File: config.mk
export PLATFORM = sky130hd
export DESIGN_NAME = pokemon_select_ctrl
export DESIGN_NICKNAME = d
export VERILOG_FILES = /design/src/rtl/pokemon_select_ctrl.sv
export SDC_FILE = /design/constraint.sdc
export NUM_CORES = 1
export LEC_CHECK = 0
export ABC_AREA = 1
export BUFFER_PORTS_ARGS = -buffer_cell sky130_fd_sc_hd__clkbuf_2
export CORE_UTILIZATION = 45
export CTS_CLUSTER_SIZE = 14
export DETAILED_ROUTE_END_ITERATION = 6
export PLACE_DENSITY = 0.69
export SLEW_MARGIN = 20
export SYNTH_ARGS = -nofsm -noshare
export SYNTH_HDL_FRONTEND = slang
export SYNTH_SLANG_ARGS = --single-unit
File: constraint.sdc
create_clock -name clk -period 4.85 [get_ports clk]
set_input_delay 0.485 -clock clk [delete_from_list [all_inputs] [get_ports clk]]
set_output_delay 0.485 -clock clk [all_outputs]
set_load 0.01 [all_outputs]
File: src/rtl/pokemon_select_ctrl.sv
// Character-select controller: a cursor on a ROWS x COLS grid picks player 1, and an LFSR draws player 2.
// Optional define POKE_NO_MIRROR_EN stops player 2 from drawing the same id as player 1.
module pokemon_select_ctrl #(
    parameter int         ROWS         = 2,
    parameter int         COLS         = 4,
    parameter bit         WRAP         = 1'b0,
    parameter logic [3:0] CHOOSE_SCENE = 4'b0010
) (
    input  logic       clk,
    input  logic       reset,
    input  logic [3:0] scene_state,
    input  logic       key_U,
    input  logic       key_D,
    input  logic       key_L,
    input  logic       key_R,
    input  logic       key_C,
    output logic [7:0] cursor_id,
    output logic [7:0] p1_pokemon_id,
    output logic [7:0] p1_pokemon_hp,
    output logic [7:0] p1_pokemon_speed,
    output logic [7:0] p1_skill_1_damage,
    output logic [7:0] p1_skill_2_damage,
    output logic [7:0] p1_skill_3_damage,
    output logic [7:0] p2_pokemon_id,
    output logic [7:0] p2_pokemon_hp,
    output logic [7:0] p2_pokemon_speed,
    output logic [7:0] p2_skill_1_damage,
    output logic [7:0] p2_skill_2_damage,
    output logic [7:0] p2_skill_3_damage,
    output logic       sel_done
);

    localparam logic [7:0] NUM_IDS  = 8'(ROWS * COLS);
    localparam logic [3:0] LAST_ROW = 4'(ROWS - 1);
    localparam logic [3:0] LAST_COL = 4'(COLS - 1);

    typedef enum logic [1:0] {IDLE, BROWSE, PICK, DONE} state_e;

    typedef struct packed {
        logic [7:0] hp;
        logic [7:0] speed;
        logic [7:0] skill1;
        logic [7:0] skill2;
        logic [7:0] skill3;
    } stats_t;

    function automatic stats_t statsOf(input logic [7:0] id);
        stats_t s;
        case (id)
            8'd1:    s = {8'd50,  8'd250, 8'd31, 8'd25, 8'd34};
            8'd2:    s = {8'd60,  8'd225, 8'd35, 8'd31, 8'd47};
            8'd3:    s = {8'd70,  8'd200, 8'd37, 8'd29, 8'd45};
            8'd4:    s = {8'd90,  8'd175, 8'd17, 8'd89, 8'd23};
            8'd5:    s = {8'd100, 8'd150, 8'd44, 8'd55, 8'd65};
            8'd6:    s = {8'd120, 8'd125, 8'd40, 8'd17, 8'd67};
            8'd7:    s = {8'd150, 8'd100, 8'd45, 8'd40, 8'd54};
            8'd8:    s = {8'd160, 8'd75,  8'd64, 8'd64, 8'd64};
            default: s = '0;
        endcase
        return s;
    endfunction

    state_e     state_q, state_d;
    logic [3:0] row_q, row_d, col_q, col_d;
    logic [7:0] cursor_q, cursor_d;
    stats_t     p1Stats_q, p1Stats_d;
    logic [7:0] p2Id_q, p2Id_d;
    stats_t     p2Stats_q, p2Stats_d;
    logic       selDone_q, selDone_d;
    logic [4:0] keySample_q, keyPrev_q;
    logic [7:0] lfsr_q, lfsr_d;

    logic [4:0] keyEvent;
    logic       singleEvent;
    logic [7:0] candidate;
    logic       candidateOk;

    // Keys are registered once before edge detection, giving the one-cycle move latency.
    assign keyEvent    = keySample_q & ~keyPrev_q;
    assign singleEvent = $onehot(keyEvent);
    assign candidate   = {5'd0, lfsr_q[2:0]} + 8'd1;
    assign lfsr_d      = {lfsr_q[6:0], lfsr_q[7] ^ lfsr_q[5] ^ lfsr_q[4] ^ lfsr_q[3]};

`ifdef POKE_NO_MIRROR_EN
    assign candidateOk = (candidate <= NUM_IDS) && (candidate != cursor_q);
`else
    assign candidateOk = (candidate <= NUM_IDS);
`endif

    always_comb begin
        state_d   = state_q;
        row_d     = row_q;
        col_d     = col_q;
        p2Id_d    = p2Id_q;
        p2Stats_d = p2Stats_q;
        selDone_d = selDone_q;
        if (scene_state != CHOOSE_SCENE) begin
            state_d = IDLE;
        end else begin
            case (state_q)
                IDLE: begin
                    state_d   = BROWSE;
                    row_d     = '0;
                    col_d     = '0;
                    p2Id_d    = '0;
                    p2Stats_d = '0;
                    selDone_d = 1'b0;
                end
                BROWSE: begin
                    if (singleEvent) begin
                        if (keyEvent[0]) begin
                            if (row_q != 4'd0) row_d = row_q - 4'd1;
                            else if (WRAP)     row_d = LAST_ROW;
                        end else if (keyEvent[1]) begin
                            if (row_q != LAST_ROW) row_d = row_q + 4'd1;
                            else if (WRAP)         row_d = 4'd0;
                        end else if (keyEvent[2]) begin
                            if (col_q != 4'd0) col_d = col_q - 4'd1;
                            else if (WRAP)     col_d = LAST_COL;
                        end else if (keyEvent[3]) begin
                            if (col_q != LAST_COL) col_d = col_q + 4'd1;
                            else if (WRAP)         col_d = 4'd0;
                        end else begin
                            state_d = PICK;
                        end
                    end
                end
                PICK: begin
                    if (candidateOk) begin
                        p2Id_d    = candidate;
                        p2Stats_d = statsOf(candidate);
                        selDone_d = 1'b1;
                        state_d   = DONE;
                    end
                end
                DONE:    state_d = DONE;
                default: state_d = IDLE;
            endcase
        end
        // Player 1 always mirrors the cursor, so its stats simply track the next cursor id.
        cursor_d  = 8'(32'(row_d) * COLS + 32'(col_d) + 1);
        p1Stats_d = statsOf(cursor_d);
    end

    always_ff @(posedge clk) begin
        if (reset) begin
            state_q     <= IDLE;
            row_q       <= '0;
            col_q       <= '0;
            cursor_q    <= 8'd1;
            p1Stats_q   <= statsOf(8'd1);
            p2Id_q      <= '0;
            p2Stats_q   <= '0;
            selDone_q   <= 1'b0;
            keySample_q <= '0;
            keyPrev_q   <= '0;
            lfsr_q      <= 8'hA5;
        end else begin
            state_q     <= state_d;
            row_q       <= row_d;
            col_q       <= col_d;
            cursor_q    <= cursor_d;
            p1Stats_q   <= p1Stats_d;
            p2Id_q      <= p2Id_d;
            p2Stats_q   <= p2Stats_d;
            selDone_q   <= selDone_d;
            keySample_q <= {key_C, key_R, key_L, key_D, key_U};
            keyPrev_q   <= keySample_q;
            lfsr_q      <= lfsr_d;
        end
    end

    assign cursor_id         = cursor_q;
    assign p1_pokemon_id     = cursor_q;
    assign p1_pokemon_hp     = p1Stats_q.hp;
    assign p1_pokemon_speed  = p1Stats_q.speed;
    assign p1_skill_1_damage = p1Stats_q.skill1;
    assign p1_skill_2_damage = p1Stats_q.skill2;
    assign p1_skill_3_damage = p1Stats_q.skill3;
    assign p2_pokemon_id     = p2Id_q;
    assign p2_pokemon_hp     = p2Stats_q.hp;
    assign p2_pokemon_speed  = p2Stats_q.speed;
    assign p2_skill_1_damage = p2Stats_q.skill1;
    assign p2_skill_2_damage = p2Stats_q.skill2;
    assign p2_skill_3_damage = p2Stats_q.skill3;
    assign sel_done          = selDone_q;

endmodule

## Word level (Yosys, flattened, before mapping)

Memories as Yosys holds them, arrays and structs flattened.
Cells that the tools add are included.

| cells by class | value |
|---|---|
| add/sub/neg operators | 11 |
| magnitude comparators | 1 |
| equality and inequality tests | 13 |
| mux-type cells | 31 |
| bitwise operators | 7 |
| reduce and logical (&&, ||, !) cells | 10 |

Operators with widths:

| operator | count |
|---|---|
| two-way mux 40 bit | 2 |
| one-hot mux 40 bit (2 select lines) | 1 |
| two-way mux 4 bit | 14 |
| two-way mux 38 bit | 1 |
| one-hot mux 4 bit (2 select lines) | 2 |
| one-hot mux 8 bit (2 select lines) | 1 |
| two-way mux 2 bit | 6 |
| != test 2 bit (second input constant) | 6 |
| adder 4 x 1 -> 4 bit (second input constant) | 2 |
| adder 7 x 1 -> 8 bit (second input constant) | 1 |
| two-way mux 8 bit | 1 |
| != test 4 x 2 -> 1 bit (second input constant) | 2 |
| one-hot mux 2 bit (4 select lines) | 1 |
| nonzero test 4 bit | 2 |
| subtractor 4 x 1 -> 4 bit (second input constant) | 2 |
| adder 6 x 4 -> 7 bit | 1 |
| AND reduction 6 bit | 1 |
| AND 5 bit | 1 |
| NOT 5 bit | 1 |
| adder 1 x 1 -> 2 bit | 2 |
| adder 3 x 1 -> 4 bit (second input constant) | 1 |
| == test 2 bit (second input constant) | 2 |
| less-or-equal comparator 4 bit (second input constant) | 1 |
| zero test 4 bit | 1 |
| 14 further kinds | 18 |

| word-level totals | value |
|---|---|
| register bits | 125 |
| memory bits (read-only) | 1152 |
| input port bits | 11 |
| memories | 2 |

Memory list:

| memory | words | width | rd ports | clocked after Yosys merged registers in | write ports | RTL line | text |
|---|---|---|---|---|---|---|---|
| (name not given) | 16 | 36 | 1 | 0 | 0 | 49 | `case (id)` |
| (name not given) | 16 | 36 | 1 | 0 | 0 | 49 |  |

## Depth between registers and ports, before layout

| depth | value |
|---|---|
| word-level depth | 14 |
| mapped depth | 26 |
| gate-level depth less buffers | 26 |

## Worst setup path before layout

Ideal clock, no wire load.

| timing | value |
|---|---|
| kind | flip-flop to flip-flop |
| start | reg keySample_q[3] |
| end | reg p1Stats_q, in the netlist p1_pokemon_speed[3] |
| library setup time | 0.126 ns |
| arrival time | 3.873 ns |
| data required time | 4.724 ns |
| path slack | 0.852 ns |
| cell stages (with the launch flop) | 23 |
| clock period less this slack | 3.998 ns |
| cell sequence | dfxtp_1 inv_1 nor2_2 fa_1 fa_1 ha_1 nor2_1 nand2_2 inv_2 nand2_2 inv_1 o22ai_1 a22oi_1 inv_1 ha_1 inv_1 nor2_1 nor2_1 inv_1 clkbuf_1 ha_1 o21ai_0 o21ai_0 |

| between the ends | value |
|---|---|
| word-level cells in the longest chain between the ends | 12 |
| elaborated cells on any way between the ends | 20 |
| classes of those cells | 5 x add/sub; 1 x eq/ne; 11 x mux; 1 x bitwise; 1 x reduce/logical; 1 x memory |

RTL lines:

| element | RTL line | text |
|---|---|---|
| start, declared | 70 | `logic [4:0] keySample_q, keyPrev_q;` |
| start signal, assigned | 167 | `keySample_q <= {key_C, key_R, key_L, key_D, key_U};` |
| AND 5 bit * | 79 | `assign keyEvent = keySample_q & ~keyPrev_q;` |
| adder 1 x 1 -> 2 bit (not written as such) or two-way mux 4 bit (tied branches) | 80, 120 |  |
| adder 2 x 2 -> 3 bit (not written as such) or two-way mux 4 bit (tied branches) | 80, 117 |  |
| adder 3 x 1 -> 3 bit (not written as such) or two-way mux 4 bit (tied branches) | 80, 114 |  |
| == test 3 x 1 -> 1 bit or two-way mux 4 bit (tied branches) | 80, 111 |  |
| two-way mux 4 bit * | 110 | `if (singleEvent) begin` |
| one-hot mux 4 bit (2 select lines) * | 100 | `case (state_q)` |
| two-way mux 4 bit * | 97 | `if (scene_state != CHOOSE_SCENE) begin` |
| named net col_d[2] | 64 | `logic [3:0] row_q, row_d, col_q, col_d;` |
| adder 6 x 4 -> 7 bit * | 141 | `cursor_d = 8'(32'(row_d) * COLS + 32'(col_d) + 1);` |
| adder 7 x 1 -> 8 bit * | 141 |  |
| named net cursor_d[2] | 65 | `logic [7:0] cursor_q, cursor_d;` |
| memory (16 x 36 bit) * | - |  |
| two-way mux 38 bit * | 49 |  |
| end signal, assigned | 151 | `p1Stats_q <= statsOf(8'd1);` |
| end signal, assigned | 163 | `p1Stats_q <= p1Stats_d;` |
| end, declared | 66 | `stats_t p1Stats_q, p1Stats_d;` |

The timed path passes the listed nets; every way through them passes the cells marked *.
A chain may end at the register's enable or synchronous reset.

## Final worst setup path

| timing | value |
|---|---|
| start | reg keySample_q[1] |
| end | reg p1Stats_q, in the netlist p1_pokemon_hp[5] |

| between the ends | value |
|---|---|
| word-level cells in the longest chain between the ends | 12 |
| elaborated cells on any way between the ends | 20 |
| classes of those cells | 5 x add/sub; 1 x eq/ne; 11 x mux; 1 x bitwise; 1 x reduce/logical; 1 x memory |

RTL lines:

| element | RTL line | text |
|---|---|---|
| AND 5 bit * | 79 |  |
| adder 1 x 1 -> 2 bit (not written as such) | 80 | `assign singleEvent = $onehot(keyEvent);` |
| adder 2 x 2 -> 3 bit (not written as such) | 80 |  |
| adder 3 x 1 -> 3 bit (not written as such) | 80 |  |
| == test 3 x 1 -> 1 bit | 80 |  |
| two-way mux 4 bit * | 110 |  |
| one-hot mux 4 bit (2 select lines) * | 100 |  |
| two-way mux 4 bit * | 97 |  |
| named net col_d[2] | 64 |  |
| adder 6 x 4 -> 7 bit * | 141 |  |
| adder 7 x 1 -> 8 bit * | 141 |  |
| memory (16 x 36 bit) or zero test 4 bit (tied branches) | - |  |
| two-way mux 38 bit * | 49 |  |

Marks and branches as above.

==> impl_metrics.toml <==
[run_status]
outcome = "completed"

[synthesis]
synth_top_area_share = 0.413
synthCells = 655
synthMuxAreaShare = 0
yosysTopAreaCell = "dfxtp_1"
synthTopCellsByArea = "dfxtp_1 41%, nand2_1 10%, ha_1 7.0%, a21oi_1 5.2%, nor2_1 5.0%"
synth.cell_area_um2 = 4990
synth-xor-area-share = 0.0123
ys_warn_count = 0
ys_ff_latch = 103
synth_compound_area_frac = 0.107
synth_top_family_by_area = "simple AND/OR/NAND/NOR gates"
synth.distinct_cells = 40
synth-seq-area-share = 0.413
synth_fa_ha_area_frac = 0.0782
synth_simple_gate_area_share = 0.267
avgSynthCellArea_um2 = 7.63

[critical_path]
max_stage_delay_ps = 460
worstPathRequired_ps = 5130
critPathKind = "reg2reg"
cp-end-kind = "flop"
worst_path_max_delay_cell = "fa_1"
worst_path_most_repeated_cell = "nand2_2"
crit_chain = "nand2_1, inv_1, fa_1, fa_1, ha_1, nor2_1, nand2_2, inv_2, nand2_2, inv_1, o22ai_1, a22oi_1, inv_1, ha_1, nand2_1, o21ai_0, nand2_2, nand2_2, nand2_2, nor2_4, nand2_4, o21ai_0"
crit_arrival_ps = 4610
cp-start-kind = "flop"
critical_path.max_fanout = 18

[floorplan]
rows = 38
die-area_um2 = 11500
fp.dieW_um = 107
pin_count = 116
die_y_um = 107
start_util = 0.461
coreArea_um2 = 10800

[power]
power_density_nw_per_um2 = 287
leakage_nw = 2.73
ir_drop_mv = 0.137
p_int_w = 0.00121
netSwitchingPower_w = 0.000410
share_comb_of_total_power = 0.092
power_switching_share = 0.253
p_total_w = 0.00162
clkPwrFrac = 0.372
power_frac_seq = 0.536

[clocking]
htreeDepth = 3
clockBufferDepth = 2
cts_tree = "built"
clock-sinks = 103
clock_latency_ps = 360
ctsRootBufferMaster = "clkbuf_8"
numCtsBuffers = 9
clkTransAtPathRegs_ps = 100
postCtsHoldBufs = 0

[layout]
syn2layout_area_growth_pct = 13.0
fin_nets = 772
antennaDiodeCount = 0
final_cell_mix = "135 x nand2_1, 103 x dfxtp_1, 101 x clkbuf_2"
final_common_cell = "nand2_1"
stdcell_area_um2 = 5650
drive_gt1_frac = 0.234

[timing]
skew_ps = 10.9
holdWs_ps = 298
rsz0062_at_grt = "no"
fin_crit_ps = 4330
relSlewSlack = 0.377
finalHoldViolCount = 0
finalCritPeriodShare = 0.893
tns_ps = 0
fmax_mhz = 231
tightest_slew_ps = 929
finalMaxSlewViolations = 0
setup_viol = 0

[global_routing]
grt_use_total = 0.192
grt_pass1_vias = 3910
grt_pass1_wl_mm = 17.8
grt_max_degree = 71
antenna_found_initial = 0
grt_overflow_total = 0

[placement]
io_buffers = 101
dpl_cell_area_um2 = 5420
dp_hpwl_mm = 7.94
place.gp.congestion = 0.961

[route]
drt_iter0_markers = 233
ant_nets = 0
vias = 4256
drt-vias-per-instance = 4.86
dr.pass1.iters = 5
wire_per_inst_um = 12.3
remaining_drc_errors = 0
routed_wl_mm = 10.8

[min_path]
holdCritPathClass = "in2reg"

[job]
cap_violations = 0
-- cell families after synthesis --
group	after synthesis
flip-flops	103
other	1
adder cells (fa/ha/maj)	30
AND/OR/NAND/NOR	291
XOR/XNOR	7
buffers and inverters	127
AO/OA/AOI/OAI	96
-- cell usage after synthesis --
library cell and count:
buf_2 2, buf_1 1, clkbuf_1 15, or2_2 6
a211oi_1 1, a2111o_1 1, xnor2_1 2, xor2_1 5
a21oi_1 52, nor3_2 1, nand4_1 14, nand2_4 1
nand2_2 11, inv_1 63, nor2_2 11, dfxtp_1 103
conb_1 1, nand3_2 5, buf_4 32, nand2_1 136
clkinv_1 3, clkinv_2 1, nand4_4 1, nor3_1 5
o211ai_1 2, o21ai_0 24, buf_6 1, a22oi_1 1
o22ai_1 1, o2111ai_1 1, nor2_4 4, nand3_1 30
o31ai_1 4, a31oi_1 4, o311ai_0 1, nor2_1 66
fa_1 2, a21oi_2 4, ha_1 28, inv_2 9
-- power by group through the flow --
stage | sequential, W | combinational (W) | clock (W)
after detailed placement | 0.000887 | 0.000146 | 0
final | 0.000867 | 0.000149 | 0.000601
after floorplan | 0.000887 | 0.000122 | 0
after global routing | 0.000869 | 0.000168 | 0.000646
after CTS | 0.000867 | 0.000148 | 0.000616
after global placement | 0.000887 | 0.000142 | 0
-- critical path, delay by kind of cell (launching register included) --
kind / cells / cell delay [ps]
fa+ha+maj: 4 / 1520
simple gates: 10 / 1230
compound gates: 4 / 730
buf+inv: 4 / 410
flops: 1 / 350
-- through the flow --
stage,worst slack [ps],util,instances
2_1_floorplan,852,-,668
3_3_place_gp,588,0.500,860
3_5_place_dp,434,0.500,860
4_1_cts,387,0.520,875
5_1_grt,129,0.521,875
6_report,517,0.521,875
-- state kept, by name (all words and copies together) (netlist names) --
| name | count |
|---|---|
| lfsr_q | 8 |
| p2_pokemon_speed | 8 |
| cursor_id | 7 |
| p1_pokemon_hp | 7 |
| p1_pokemon_speed | 7 |
| p1_skill_1_damage | 7 |
| p1_skill_3_damage | 6 |
| p2_pokemon_hp | 6 |
| p2_skill_1_damage | 6 |
| p2_skill_3_damage | 6 |
| keyPrev_q | 5 |
| keySample_q | 5 |
| p1_skill_2_damage | 5 |
| p2_skill_2_damage | 5 |
| col_q | 4 |
| p2_pokemon_id | 4 |
| row_q | 4 |
| state_q | 2 |
| sel_done | 1 |
-- routing by layer --
metal / vias to the layer above / wire length, um / track usage
li1: 2188 / - / -
met1: 1937 / 4950 / 0.245
met2: 116 / 5240 / 0.328
met3: 15 / 452 / 0.0297
met4: 0 / 154 / 0.0665
met5: - / 0 / 0
-- path summary, 6_finish.rpt --
kind                            to  cells past startpoint  slack [ps]           start
hold reg to reg       keyPrev_q[0]                      2         430  keySample_q[0]
setup / recovery  p1_pokemon_hp[5]                     22         520  keySample_q[1]
hold / removal      keySample_q[4]                      3         300           key_C
setup reg to reg  p1_pokemon_hp[5]                     22         520  keySample_q[1]
-- area by class of cell --
cell class | instances | area, um2
clock buffers | 11 | 141
clock inverters | 4 | 78.8
fillers | 1041 | 5190
inverters | 76 | 287
multi-input cells | 438 | 2380
flip-flops and latches | 103 | 2060
well taps | 140 | 175
repair buffers | 103 | 520
-- what timing repair did --
action,4_1_cts,5_1_grt
resized for setup,0,2
setup buffers,0,0
setup endpoints to repair,0,7
Note: power is estimated with default switching activity, not from simulation.
